$ cat src/rtl/p521_modred.sv
// p521_modred: word-serial reduction of a 2N-bit product mod p = 2^N - 1.
// Define P521_MODRED_CANON_EN to map the all-ones residue to 0 on output.
module p521_modred #(
  parameter int N = 521,
  parameter int W = 64
) (
  input  logic           clk,
  input  logic           rst,
  input  logic           start,
  input  logic [2*N-1:0] prod,
  output logic           busy,
  output logic           done,
  output logic [N-1:0]   r
);

  localparam int K  = (N + W - 1) / W;
  localparam int KW = K * W;
  localparam int CW = (K > 1) ? $clog2(K) : 1;

  localparam logic [CW-1:0] LAST = CW'(K - 1);
  localparam logic [KW-1:0] MASK = KW'({N{1'b1}});

  localparam logic [1:0] S_IDLE = 2'd0;
  localparam logic [1:0] S_ADD  = 2'd1;
  localparam logic [1:0] S_FOLD = 2'd2;
  localparam logic [1:0] S_FIN  = 2'd3;

  logic [1:0]    state_q, state_d;
  logic [CW-1:0] cnt_q, cnt_d;
  logic          carry_q, carry_d;
  logic [KW-1:0] lo_q, lo_d;
  logic [KW-1:0] hi_q, hi_d;
  logic [KW-1:0] s_q, s_d;
  logic [N-1:0]  r_q, r_d;
  logic          done_q, done_d;
  logic          busy_q, busy_d;

  logic [KW-1:0] s_m;
  logic          s_top;
  logic [W-1:0]  a_c;
  logic [W-1:0]  b_c;
  logic          cin;
  logic [W:0]    sum;
  logic [N-1:0]  t;
  logic [N-1:0]  r_fin;
  int            idx;

  // s[N] sits in the padded top chunk, or in the final carry if N fills it.
  if (N < KW) begin : g_pad
    assign s_top = s_q[N];
  end else begin : g_nopad
    assign s_top = carry_q;
  end

  assign s_m = s_q & MASK;
  assign t   = s_q[N-1:0];

`ifdef P521_MODRED_CANON_EN
  assign r_fin = (&t) ? '0 : t;
`else
  assign r_fin = t;
`endif

  always_comb begin
    idx = int'(cnt_q) * W;
    a_c = lo_q[idx +: W];
    b_c = hi_q[idx +: W];
    cin = carry_q;
    if (state_q == S_FOLD) begin
      a_c = s_m[idx +: W];
      b_c = '0;
      cin = (cnt_q == '0) ? s_top : carry_q;
    end
    sum = {1'b0, a_c} + {1'b0, b_c} + {{W{1'b0}}, cin};
  end

  always_comb begin
    state_d = state_q;
    cnt_d   = cnt_q;
    carry_d = carry_q;
    lo_d    = lo_q;
    hi_d    = hi_q;
    s_d     = s_q;
    r_d     = r_q;
    done_d  = done_q;
    busy_d  = busy_q;
    unique case (state_q)
      S_IDLE: begin
        done_d = 1'b0;
        if (start) begin
          lo_d    = KW'(prod[N-1:0]);
          hi_d    = KW'(prod[2*N-1:N]);
          carry_d = 1'b0;
          cnt_d   = '0;
          busy_d  = 1'b1;
          state_d = S_ADD;
        end
      end
      S_ADD, S_FOLD: begin
        // FOLD rewrites s in place; s[N] is only read at chunk 0
        s_d[idx +: W] = sum[W-1:0];
        carry_d       = sum[W];
        if (cnt_q == LAST) begin
          cnt_d   = '0;
          state_d = (state_q == S_ADD) ? S_FOLD : S_FIN;
        end else begin
          cnt_d = cnt_q + 1'b1;
        end
      end
      S_FIN: begin
        r_d     = r_fin;
        done_d  = 1'b1;
        busy_d  = 1'b0;
        state_d = S_IDLE;
      end
      default: state_d = S_IDLE;
    endcase
  end

  always_ff @(posedge clk) begin
    if (!rst) begin
      state_q <= S_IDLE;
      cnt_q   <= '0;
      carry_q <= 1'b0;
      lo_q    <= '0;
      hi_q    <= '0;
      s_q     <= '0;
      r_q     <= '0;
      done_q  <= 1'b0;
      busy_q  <= 1'b0;
    end else begin
      state_q <= state_d;
      cnt_q   <= cnt_d;
      carry_q <= carry_d;
      lo_q    <= lo_d;
      hi_q    <= hi_d;
      s_q     <= s_d;
      r_q     <= r_d;
      done_q  <= done_d;
      busy_q  <= busy_d;
    end
  end

  assign busy = busy_q;
  assign done = done_q;
  assign r    = r_q;

endmodule

$ cat config.mk
export PLATFORM = sky130hd
export DESIGN_NAME = p521_modred
export DESIGN_NICKNAME = d
export VERILOG_FILES = /design/src/rtl/p521_modred.sv
export SDC_FILE = /design/constraint.sdc
export NUM_CORES = 2
export LEC_CHECK = 0
export ABC_CLOCK_PERIOD_IN_PS = 6000
export CORE_AREA = 10 10 609 611
export CTS_CLUSTER_DIAMETER = 150
export DETAILED_ROUTE_END_ITERATION = 16
export DIE_AREA = 0 0 619 621
export MAX_ROUTING_LAYER = met4
export SLEW_MARGIN = 40
export SYNTH_ARGS = -nofsm -noshare
export SYNTH_HDL_FRONTEND = slang
export SYNTH_SLANG_ARGS = --single-unit
$ cat constraint.sdc
create_clock -name clk -period 6 [get_ports clk]
set_input_delay 1.2 -clock clk [delete_from_list [all_inputs] [get_ports clk]]
set_output_delay 1.2 -clock clk [all_outputs]
set_load 0.01 [all_outputs]
Word level (Yosys, flattened, before mapping)
Index checks and enable logic that the tools add are counted.
Widths: inputs -> output; s select.

operators by class
  div/mod/pow operators = 0
  reductions and logical operators = 9
  bitwise gates (word level) = 0
  $lt $le $gt $ge = 0
  multiplexer cells = 17
  $mul = 0
  add/sub/neg operators = 4
  shift-type cells = 5
  eq/ne operators = 6

operators with widths
  operator                   count
  $shiftx 576x11->64         3
  $bwmux 576                 1
  $shift 64x33->576 const A  1
  $shiftx 64x33->576         1
  $mux 64                    2
  $add 64x64->65             1
  $add 65x1->65              1
  $neg 10->33                1
  $mux 4                     2
  $pmux 4 s2                 1
  $reduce_and 2->1           4
  $pmux 1 s2                 3
  $pmux 2 s3                 1
  $mux 1                     5
  $add 4x1->4 const B        1
  $eq 2x2->1 const B         2
  $eq 4x4->1 const B         1
  $logic_not 4->1            1
  $mux 2                     2
  $ne 2x2->1 const B         2
  $reduce_bool 2->1          2
  $eq 2x1->1 const B         1
  $logic_not 2->1            1
  $reduce_or 2->1            1

word-level totals
  memories kept = 0
  RAM bits = 0
  input bits = 1,045
  flip-flop bits (word level) = 2,148
  memory bits (read-only) = 0
  latch bits = 0
  logic and storage cells = 50

Depth between registers and ports, before layout
  word-level depth = 6
  mapped depth = 22
  depth with buffers taken out = 18

Worst setup path before layout
No wires, ideal clock.

  kind = register -> register
  start point = register cnt_q[0]
  end point = register s_q[126]
  cell stages (with the launch flop) = 19
  path buffers = 3
  arrival time = 4,839 ps
  setup slack = 1,034 ps
  clock period less this slack = 4,966 ps
  path through = dfxtp_1 > buf_2 > buf_2 > buf_1 > mux4_2 > mux4_2 > a21oi_1 > fa_1 > fa_1 > nand2b_1 > a21oi_2 > or3b_4 > a21oi_4 > a2111oi_4 > o211ai_2 > nand2_2 > a2111oi_4 > xor2_2 > o21ai_1

on the way
  word-level cells in the longest chain between the ends = 6

ends and longest elaborated chain
  item                                             RTL line  RTL
  start: declaration                               29        logic [CW-1:0] cnt_q, cnt_d;
  start signal: assignment                         133       cnt_q <= cnt_d;
  $shiftx 576x11->64 (tied with other cells)       66        a_c = lo_q[idx +: W];
  $mux 64 / $mux 1 (equally long branches)         69, 72
  $add 64x64->65 / $mux 1 (equally long branches)  74, 69
  $add 65x1->65                                    74        sum = {1'b0, a_c} + {1'b0, b_c} + {{W{1'b0}}, cin};
  $shiftx 64x33->576                               101       s_d[idx +: W] = sum[W-1:0];
  $bwmux 576 *                                     101
  end signal: assignment                           127       s_q <= '0;
  end signal: assignment                           137       s_q <= s_d;
  end: declaration                                 33        logic [KW-1:0] s_q, s_d;

Every way passes the cells marked *; elsewhere a longest branch is shown, timed or not.
A chain may end at the register's enable or synchronous reset.

Final worst setup path
  start point = register cnt_q[0]
  end point = register s_q[494]

Same word-level chain as after synthesis.

==> results by stage <==
Yosys:
- Summed over all instances, the cell type with the most area after synthesis is dfxtp_1.
- The flip-flop and latch count after synthesis is between 2000 and 2500.
- The net count of the mapped netlist is 10947.
- Of the post-synthesis cell area, the dominant cell type holds 0.478.
- The leading cell type by number of instances after synthesis is nand2_1.
- Yosys printed 0 warnings.
- The number of enable flip-flop cells after synthesis is 0.
- The commonest register cell after synthesis is dfxtp_1.
- Of all flip-flops after synthesis, the portion carrying an async set or reset was 0.
- The number of distinct standard cells referenced by the synthesized netlist is 72.
- The cell count after synthesis came out at 9830.
- The mean cell area of the mapped netlist is 8.92 µm².
- The netlist area before placement is slightly below 0.09 mm².
- After synthesis, the most frequently instantiated cells are nand2_1, dfxtp_1, a21oi_1.
- Ranked by total cell area, the synthesized netlist is headed by dfxtp_1, nand2_1, mux4_2.
- The share of the Yosys chip area taken by registers is 0.478.

Setup path:
- The maximum fanout encountered on the critical timing path is 31.
- STA classifies the critical path startpoint as a register.
- The critical path in this run is classified as reg -> reg.
- The required time of the critical path is 6.83 ns.
- The worst setup path is captured at a register.
- The signal arrival time at the worst endpoint is about 6.6 ns.

Floorplan:
- From left edge to right edge, the die measures 619 µm.
- The initial utilization of the core area, before any placement, comes to 0.245.
- The initialized floorplan defines 220 standard-cell rows.
- The floorplan step defined a die boundary enclosing 0.384 mm².
- The boundary pin count is 1568.
- The core box area is 0.358 mm².
- The die height is 621 µm.

Power and ir drop:
- Power spread over the standard cell area amounts to between 300 and 400 mW/mm².
- In this run the static leakage power is 40.6 nW.
- The final total power is 36.0 mW.
- The peak ir drop on the vdd network is 0.280 mV.

STA:
- The count of pins over their slew limit came to 0.
- Setup repair after global routing left no endpoint under its margin.
- Across all setup checks in the final design, the least slack found is 0.182 ns.
- Headroom to the max-slew limit came out at 0.371.
- Timing would allow up to 172 MHz.
- On the final layout, the worst hold slack is 0.451 ns.
- The hold violation count in the final report is 0.
- The worst path needs 5.82 ns of the cycle, external delays included.
- For the pin with the worst max-slew slack, the measured transition is 0.943 ns.
- The number of endpoints failing setup at the final stage is 0.
- The clock arrives with roughly 0.13 ns of skew.
- Of the available clock period, the critical path in the final layout requires 0.970.

Placed design:
- In this run the cell area measured after placement is 0.110 mm².
- The number of buffer cells added on primary ports is 1567.
- The worst-case setup slack after placement is -0.217 ns.
- The final weighted congestion of routability-driven global placement is 0.935.
- The HPWL reported at the end of detailed placement is 393000 µm.

Global routing:
- The number of global-route vias before repair is 75540.
- The initial antenna violation count was 235.
- In the global route stage, overall resource usage came out at 0.255.
- Entering global routing, the biggest net connects 164 pins.
- The aggregate global routing overflow is 0.
- The first global-routing pass estimated around 670000 µm of wire.

Layout:
- The summed area of non-filler cells in the final layout is 0.119 mm².
- The share of post-route cells with drive strength above 1 is 0.110.
- The number of nets in the layout is between 10000 and 15000.
- The area growth from synthesis to layout is 35.8%.

Route:
- The number of remaining DRC errors is 0.
- The number of DRC markers in iteration 0 is between 8000 and 9000.
- The number of detailed-route iterations in the first pass is 6.
- Using the TritonRoute via totals, the vias-per-cell ratio works out to 4.93.
- Wires add up to 504000 µm.
- Once detail routing completed, the nets flagged for antenna violations numbered 0.
- After detailed routing, the average wire length per cell comes to around 31 µm.
- The detailed-route via count is 80128.

Clocking:
- The clock input transition at the sequential cells of the worst setup and hold paths is 0.07 ns.
- The number of levels the H-tree was split into is 4.
- The total clock buffers created by CTS is 243.
- TritonCTS built the clock tree.
- The maximum clock insertion buffer count is 4.
- The clock net in this run drives a total of 2094 sinks.
- The later pin in the worst-skew pair is clocked with a latency of 1.01 ns.
- The hold buffer count at cts is 0.
- The root cell of the clock tree is clkbuf_16.

Min path:
- The class of the tightest hold or removal check is reg -> reg.

Flow run:
- The max-cap check violation count is 0.

Run status:
- The flow ran to the end, and the final reports show no timing, DRC or antenna violations.
-- cell families after synthesis --
| group | Yosys count | share of synthesized area |
|---|---|---|
| AND/OR/NAND/NOR | 3914 | 0.176 |
| flip-flops | 2094 | 0.478 |
| AO/OA/AOI/OAI | 1832 | 0.111 |
| multiplexers | 1047 | 0.183 |
| buffers and inverters | 813 | 0.0352 |
| adder cells (fa/ha/maj) | 72 | 0.0104 |
| XOR/XNOR | 58 | 0.00614 |
-- critical path, cell delays in order (launching register included) --
cell	delay, ns
dfxtp_4	0.56
buf_12	0.23
buf_12	0.26
mux4_2	0.54
mux4_2	0.51
and2_1	0.18
ha_1	0.42
a21o_1	0.27
a31oi_1	0.30
o21ai_0	0.22
a21oi_4	0.34
a2111oi_4	0.12
buf_4	0.20
o211ai_2	0.28
nand2_2	0.22
xnor2_2	0.67
nand2_1	0.14
a21oi_1	0.16
-- sequential cells by signal, summed over array words and instances (netlist names) --
name,cells
s_q,522
hi_q,521
lo_q,521
r,521
cnt_q,4
state_q,2
busy,1
carry_q,1
done,1
-- report_power, final --
group	internal, mW	total, mW	switching, mW
logic	2.04	4.81	2.77
clock network	9.67	16.4	6.77
registers	14.4	14.8	0.379
-- path summary, 6_finish.rpt --
path / start / endpoint / slack [ns] / cells after the start
max: cnt_q[0] / s_q[494] / 0.18 / 17
min: hi_q[91] / hi_q[91] / 0.45 / 2
max reg2reg: cnt_q[0] / s_q[494] / 0.18 / 17
min reg2reg: hi_q[91] / hi_q[91] / 0.45 / 2
-- cells in the final DEF (no fill, tap or decap), drive strengths merged, types with 66 or more instances in the layout --
cell           instances
clkdlybuf4s50       1562
nand2               2706
o21ai                175
nor2                 828
a21oi               1505
buf                  275
nand3                189
clkbuf               317
mux4                 448
diode                148
ha                    70
clkinv                66
and2                  71
mux2i                599
dfxtp               2094
-- through the flow --
| step | util | std cells | setup TNS [ns] |
|---|---|---|---|
| after global routing | 0.332 | 16241 | 0 |
| final | 0.333 | 16253 | 0 |
| after global placement | 0.305 | 15630 | -7.83 |
| after CTS | 0.331 | 16089 | 0 |
| after floorplan | - | 9830 | 0 |
| after detailed placement | 0.306 | 15635 | -6.58 |
-- layer usage --
metal,track usage,part of all wire,vias to the layer above
li1,-,-,36341
met1,0.292,0.39,39396
met4,0.156,0.065,0
met5,-,0,-
met2,0.397,0.47,3524
met3,0.0715,0.082,867
-- final cells by class --
class	instances	area [µm²]
clock buffer	316	6790
sequential	2094	41900
tap	4773	5970
timing repair buffer	1838	18800
antenna	148	370
clock inverter	137	2020
inverter	24	98.8
fill	37111	239000
multi-input combinational	6923	43100
-- timing repair --
action	CTS	global route
resized for setup	9	12
buffers inserted	1	13
gates cloned	0	0
pin swaps	0	2
endpoints found under the setup margin	76	110
Power figures use the tool's default switching activity.
